### src/rtl/sram_1w1r_init_bypass.sv
// rtl/sram_1w1r_init_bypass.sv - 1W1R macro front-end: init sweep, read-during-write bypass, read data hold
module sram_1w1r_init_bypass #(
    parameter int                 DEPTH      = 40,
    parameter int                 ADDR_W     = 6,
    parameter int                 DATA_W     = 72,
    parameter int                 MASK_W     = 1,
    parameter logic [DATA_W-1:0]  INIT_VALUE = '0
) (
    input  logic                clock,
    input  logic                reset_n,
    input  logic                init_start,
    output logic                init_done,
    input  logic [ADDR_W-1:0]   W0_addr,
    input  logic [DATA_W-1:0]   W0_data,
    input  logic                W0_en,
    input  logic [MASK_W-1:0]   W0_mask,
    input  logic [ADDR_W-1:0]   R0_addr,
    input  logic                R0_en,
    output logic [DATA_W-1:0]   R0_data,
    output logic [ADDR_W-1:0]   m_W0_addr,
    output logic [DATA_W-1:0]   m_W0_data,
    output logic                m_W0_en,
    output logic [MASK_W-1:0]   m_W0_mask,
    output logic [ADDR_W-1:0]   m_R0_addr,
    output logic                m_R0_en,
    input  logic [DATA_W-1:0]   m_R0_data
);
    localparam int                LW       = DATA_W / MASK_W;
    localparam int                PTR_W    = (DEPTH > 1) ? $clog2(DEPTH) : 1;
    localparam logic [PTR_W-1:0]  PTR_LAST = PTR_W'(DEPTH - 1);
    localparam logic [ADDR_W:0]   DEPTH_A  = (ADDR_W + 1)'(DEPTH);

    typedef enum logic {ST_INIT, ST_RUN} state_t;

    state_t             state;
    logic [PTR_W-1:0]   ptr;
    logic               rd_v_q;
    logic               oob_q;
    logic               byp_q;
    logic [DATA_W-1:0]  bdata_q;
    logic [MASK_W-1:0]  bmask_q;
    logic [DATA_W-1:0]  hold_q;
    logic [DATA_W-1:0]  merged;
    logic               w_in_range;
    logic               r_in_range;

    assign w_in_range = {1'b0, W0_addr} < DEPTH_A;
    assign r_in_range = {1'b0, R0_addr} < DEPTH_A;
    assign init_done  = (state == ST_RUN);

    always_ff @(posedge clock or negedge reset_n) begin
        if (!reset_n) begin
            state <= ST_INIT;
            ptr   <= '0;
        end else if (state == ST_INIT) begin
            // ptr parks at the last entry; a restart always reloads it to zero
            if (ptr == PTR_LAST) begin
                state <= ST_RUN;
            end else begin
                ptr <= ptr + PTR_W'(1);
            end
        end else if (init_start) begin
            state <= ST_INIT;
            ptr   <= '0;
        end
    end

    always_ff @(posedge clock or negedge reset_n) begin
        if (!reset_n) begin
            rd_v_q  <= 1'b0;
            oob_q   <= 1'b0;
            byp_q   <= 1'b0;
            bdata_q <= '0;
            bmask_q <= '0;
            hold_q  <= '0;
        end else begin
            hold_q <= R0_data;
            if (state == ST_RUN) begin
                rd_v_q  <= R0_en;
                oob_q   <= ~r_in_range;
                byp_q   <= R0_en & W0_en & (W0_addr == R0_addr) & w_in_range;
                bdata_q <= W0_data;
                bmask_q <= W0_mask;
            end else begin
                rd_v_q <= 1'b0;
                oob_q  <= 1'b0;
                byp_q  <= 1'b0;
            end
        end
    end

    // Macro ports are combinational so traffic reaches the macro in the same cycle
    always_comb begin
        m_W0_en   = 1'b0;
        m_W0_addr = '0;
        m_W0_data = '0;
        m_W0_mask = '0;
        m_R0_en   = 1'b0;
        m_R0_addr = '0;
        if (reset_n) begin
            if (state == ST_INIT) begin
                m_W0_en   = 1'b1;
                m_W0_addr = ADDR_W'(ptr);
                m_W0_data = INIT_VALUE;
                m_W0_mask = '1;
            end else begin
                m_W0_en   = W0_en & w_in_range;
                m_W0_addr = W0_addr;
                m_W0_data = W0_data;
                m_W0_mask = W0_mask;
                m_R0_en   = R0_en & r_in_range;
                m_R0_addr = R0_addr;
            end
        end
    end

    // Macro returns pre-write data on a same-cycle collision; patch written lanes
    always_comb begin
        merged = m_R0_data;
        for (int i = 0; i < MASK_W; i++) begin
            if (byp_q && bmask_q[i]) begin
                merged[i*LW +: LW] = bdata_q[i*LW +: LW];
            end
        end
        if (oob_q) begin
            merged = INIT_VALUE;
        end
    end

    assign R0_data = rd_v_q ? merged : hold_q;

endmodule

### config.mk
export PLATFORM = sky130hd
export DESIGN_NAME = sram_1w1r_init_bypass
export DESIGN_NICKNAME = d
export VERILOG_FILES = /design/src/rtl/sram_1w1r_init_bypass.sv
export SDC_FILE = /design/constraint.sdc
export NUM_CORES = 1
export LEC_CHECK = 0
export CORE_MARGIN = 4
export CORE_UTILIZATION = 46
export DETAILED_ROUTE_END_ITERATION = 16
export GPL_TIMING_DRIVEN = 0
export PLACE_DENSITY = 0.87
export SYNTH_ARGS = -nofsm -noshare
export SYNTH_HDL_FRONTEND = slang
export SYNTH_SLANG_ARGS = --single-unit
### constraint.sdc
create_clock -name clock -period 3.1 [get_ports clock]
set_input_delay 0.62 -clock clock [delete_from_list [all_inputs] [get_ports clock]]
set_output_delay 0.62 -clock clock [all_outputs]
set_load 0.02 [all_outputs]
* Yosys cells after proc, flatten, opt, wreduce, memory -nomap -nowiden *
Cells that the tools add are included.

cells by class
  $add $sub $neg = 1
  order comparisons = 2
  equal/unequal tests = 4
  mux-type cells = 24
  bitwise operators = 6
  reductions and logical operators = 2

operator list
  kind                                               count
  2-to-1 mux 72 bit                                  5
  2-to-1 mux 6 bit                                   7
  less-than comparator 6 bit, second input constant  2
  2-to-1 mux 1 bit                                   12
  adder 6 x 1 -> 6 bit, second input constant        1
  == test 6 bit                                      1
  == test 6 bit, second input constant               1
  AND 1 bit                                          5
  != test 2 bit, second input constant               2
  AND reduction 2 bit                                1
  logical AND 1 bit                                  1
  inverter 1 bit                                     1

storage, ports and cells
  register bits after elaboration = 155
  input port bits = 162
  output and inout port bits = 160

* Depth between registers and ports, before layout *
  depth in word-level cells = 4
  gate-level depth with buffers = 6

* Worst setup path before layout *
No wires, ideal clock.

  kind = input -> output
  start point = in reset_n
  end point = out m_W0_en
  arrival = 1355 ps
  data required time = 2480 ps
  slack = 1125 ps
  stages = 2
  buffers on the path = 1
  path through = clkbuf_1 -> a21boi_0

on the way
  word-level cells in the longest chain between the ends = 1

ends and longest elaborated chain
  element           RTL line  source
  from (decl)       10        input logic reset_n,
  2-to-1 mux 1 bit  100       if (reset_n) begin
  to (decl)         22        output logic m_W0_en,

Every way passes these cells.

* Worst setup path after layout *
  start point = reg rd_v_q
  end point = out R0_data[11]

on the way
  word-level cells in the longest chain between the ends = 1

ends and longest elaborated chain
  element                 RTL line  source
  from (decl)             37        logic rd_v_q;
  from (signal assigned)  79        rd_v_q <= R0_en;
  2-to-1 mux 72 bit       130       assign R0_data = rd_v_q ? merged : hold_q;
  to (decl)               19        output logic [DATA_W-1:0] R0_data,

Every way passes these cells.

==> summary.md <==
| Metric | Value |
|---|---|
| Status | finished, final reports clean |
| Final worst slack | a little over 0.07 ns |
| Clock buffer count from CTS | 17 |
| #FFs+latches synth | 155 |
| Biggest cell delay along the critical path | 0.66 ns |
| Chip Height | approximately 130 µm |
| Peak VDD IR | 0.000532 V |
| FF+latch area | 0.00388 mm² |
| Max_slew headroom | between 60% and 70% |
| Final Hold Vio Count | 0 |
| Worst Tran Pin Value | about 0.52 ns |
| NumNets Final | between 1000 and 1500 |
| Reg2reg setup slack | approximately 1.5 ns |
| Critical R2R Launch | init_done$_DFF_PN0_ |
| Setup tns final | 0 ns |
| First-pass detailed-route iteration total | 5 |
| Layout area overhead | 59.6% |
| Crit. End Element | primary output |
| Placed Cells | between 1000 and 1500 |
| Setup Skew | 0.00891 ns |
| Die W | approximately 130 µm |
| Later-pin clock latency in the skew report | around 0.42 ns |
| Seq/Total Area, Yosys | a little over half |
| Minimum clock period | a little over 3 ns |
| CP most frequent cell | buf_2 |
| Crit-path leading delay family | buffers and inverters |
| Clk sink count | between 150 and 200 |
| GR Layer Usage met1 | roughly a third |
| Layout cells sized above 1 | 14.1% |
| Synth Net Count | roughly 800 |
| Initial Util | a little under half |
| Final cycle utilization of the critical path | slightly below 100% |
| Clock power share | between 20% and 30% |
| Via Count | roughly 6300 |
| Comb pwr share | ~46% |
| Post-synth top area cell | dfrtp_1 |
| Top Ports | roughly 320 |
| Post-synthesis cell area | between 0.007 and 0.008 mm² |
| IO Port Bufs | between 300 and 400 |
| Flop pwr share | about a third |
| Clock tree buffer depth | 2 |
| Ranking of synthesized cells by area | dfrtp_1 53%, mux2i_1 11%, mux2_2 10% |
| CP startpoint kind | flip-flop |
| Top-area cell type share of the netlist area | ~53% |
| Met2 Usage GRT | 46.1% |
| HP Class | input port to async pin |
| Slowest stage cell, crit path | clkdlybuf4s50_1 |
| Initial antenna violation count | 0 |
| Final WL | ~25000 µm |
| ANT nets after route | 0 |
| Avg Synthesized Cell Area | 11.5 µm² |
| Internal Pwr Total | 6.79 mW |
| Final core utilization | roughly 76% |
| Global-route wire length before repair | about 37000 µm |
| Slew Viols, Final | 0 |
| Pre-CTS setup slack | -0.549 ns |
| RR Endpoint | bdata_q[67]$_DFFE_PN0P_ |
| Vias/cell | ~5.3 |
| Pwr/cell area | ~910 mW/mm² |
| MaxCap Viol Count | 0 |
| Mapped Cells | 635 |
| Sw Ratio | 35.9% |
| Gr busiest metal | met2 |
| Netlist cell types | 30 |
| CTS tree | done |
| FP Rows | between 40 and 50 |
| Core ar. | approximately 0.015 mm² |
| Final Total Pwr | 10.6 mW |
| Worst Path Required | about 2.5 ns |
| Met3 Track Usage GR | 7.28% |
| Initial DRC Count | between 200 and 250 |
| Worst EP arrival | about 2.4 ns |
| Detailed placement HPWL | around 18000 µm |
| CP Max Fanout | 10 |
| Drt drc | 0 |
| Pleak | ~6.1 nW |
| Path type of the worst setup path | flip-flop to primary output |
| Yosys warning total | 0 |
| Layout Cells excl Fill | 1200 |
| Hold-fix buffers, CTS | 0 |
| Gpl congestion | slightly above 0.8 |
| Net switching power | 3.80 mW |
| GRT Overall Usage | between 20% and 30% |
| Buffers plus inverters on the worst setup path | 4 |
| Root Driver | clkbuf_16 |
| Final setup viols | 0 |
| Fillers | around 1100 |
| Clock slew at reported path FFs | about 0.060 ns |
| Largest net degree at the start of global routing | 78 |
| Max H-tree Level | 4 |
| Wire per inst | ~21 µm |
| Crit path cell chain | buf_2, nand2b_1, buf_2, buf_2, o22ai_1, clkdlybuf4s50_1 |
| Multi-input logic area | 0.00287 mm² |
| Vias in the first global route | about 6600 |
| GRT Residual Overflow | 0 |
| Die area | about 0.018 mm² |
| Fmax | between 300 and 400 MHz |
| Reg2Reg Depth | 4 |
| Antenna cells | 0 |
-- worst register-to-register path: cells and delay by family, from the launching register on --
kind                   cells  cell delay [ns]
buffers and inverters      3             0.74
muxes                      1             0.36
DFF                        1             0.35
-- cell type report --
cell class / count / share of cell area [%]
inverters: 75 / 2.42
repair buffers: 324 / 29.3
well taps: 211 / 2.27
flip-flops and latches: 155 / 33.4
plain buffers: 49 / 2.36
multi-input cells: 354 / 24.7
clock buffers: 21 / 3.96
clock inverters: 11 / 1.63
-- Yosys cell counts --
cell,instances
a21boi_0,1
a21oi_1,3
a31oi_1,2
and2_1,1
and3_1,79
buf_2,11
buf_4,13
clkbuf_1,27
dfrtp_1,155
ha_1,1
inv_1,74
inv_2,1
mux2_1,8
mux2_2,65
mux2i_1,80
nand2_1,9
nand2b_1,1
nand3_1,3
nand4_1,1
nor2_1,4
nor2b_1,6
nor3_1,3
nor3b_1,1
o21a_1,1
o21ai_0,3
o22ai_1,73
o2bb2ai_1,1
or3_1,1
xnor2_1,6
xor2_1,1
-- state kept, by name (all words and copies together) (netlist names) --
register,flops
bmask_q,1
rd_v_q,1
bdata_q,72
byp_q,1
ptr,6
oob_q,1
init_done,1
hold_q,72
-- routing by layer --
metal	part of all wire [%]	vias up
li1	-	2912
met1	39	3089
met2	51	259
met3	7.0	46
met4	2.9	0
met5	0	-
-- worst max path at each step --
stage	from	endpoint	slack, ns	cells past startpoint
final	rd_v_q$_DFF_PN0_	R0_data[11]	0.07	6
after global routing	rd_v_q$_DFF_PN0_	R0_data[47]	-0.05	6
after CTS	rd_v_q$_DFF_PN0_	R0_data[24]	0.00008	6
after detailed placement	reset_n	m_W0_data[41]	-0.55	5
after global placement	reset_n	m_W0_data[41]	-5.72	5
after floorplan	reset_n	m_W0_en	1.13	2
-- cell usage in the layout (no fill, tap or decap), types with 2 or more instances in the layout --
master	netlist	final
nand3_1	3	3
clkinv_2	0	3
o22ai_1	73	73
nor3_1	3	3
bufinv_16	0	5
clkbuf_16	0	18
clkbuf_4	0	3
nor2b_1	6	6
clkbuf_2	0	11
nand2_1	9	8
a31oi_1	2	2
dlygate4sd2_1	0	3
clkbuf_1	27	13
o21ai_0	3	3
clkinvlp_4	0	2
a21oi_1	3	3
nor2_1	4	4
mux2_2	65	65
inv_1	74	74
xnor2_1	6	6
clkbuf_8	0	2
and3_1	79	79
buf_16	0	2
buf_4	13	14
mux2i_1	80	80
buf_2	11	10
dlymetal6s2s_1	0	37
mux2_1	8	8
dfrtp_1	155	155
clkdlybuf4s50_1	0	280
-- power by group through the flow --
stage / clock network [mW] / registers (mW) / logic, mW
finish: 2.27 / 3.45 / 4.87
floorplan: 0 / 3.34 / 2.72
global route: 2.38 / 3.56 / 5.21
CTS: 2.30 / 3.44 / 4.93
global placement: 0 / 3.42 / 4.79
detailed placement: 0 / 3.47 / 4.90
-- through the flow --
step	hold slack (ns)	cell area, µm²
6_report	0.0464	11600
5_1_grt	0.0501	11600
4_1_cts	0.0948	11500
3_5_place_dp	0.474	10800
3_3_place_gp	0.468	10800
2_1_floorplan	0.324	7280
-- kinds of logic (layout without fill, tap and decap cells) --
kind of cell    after synthesis  in the layout  share of synthesized area (%)
compound gates               84             84                           7.19
fa+ha+maj                     1              1                          0.172
xor+xnor                      7              7                          0.843
buf+inv                     126            480                           7.36
simple gates                109            109                           8.84
flops                       155            155                           53.3
mux                         153            153                           22.3
-- what timing repair did --
action / CTS / global route
buffers inserted: 0 / 0
resized for setup: 18 / 51
endpoints found under the setup margin: 101 / 87
cloned: 1 / 1
Power figures use the tool's default switching activity.
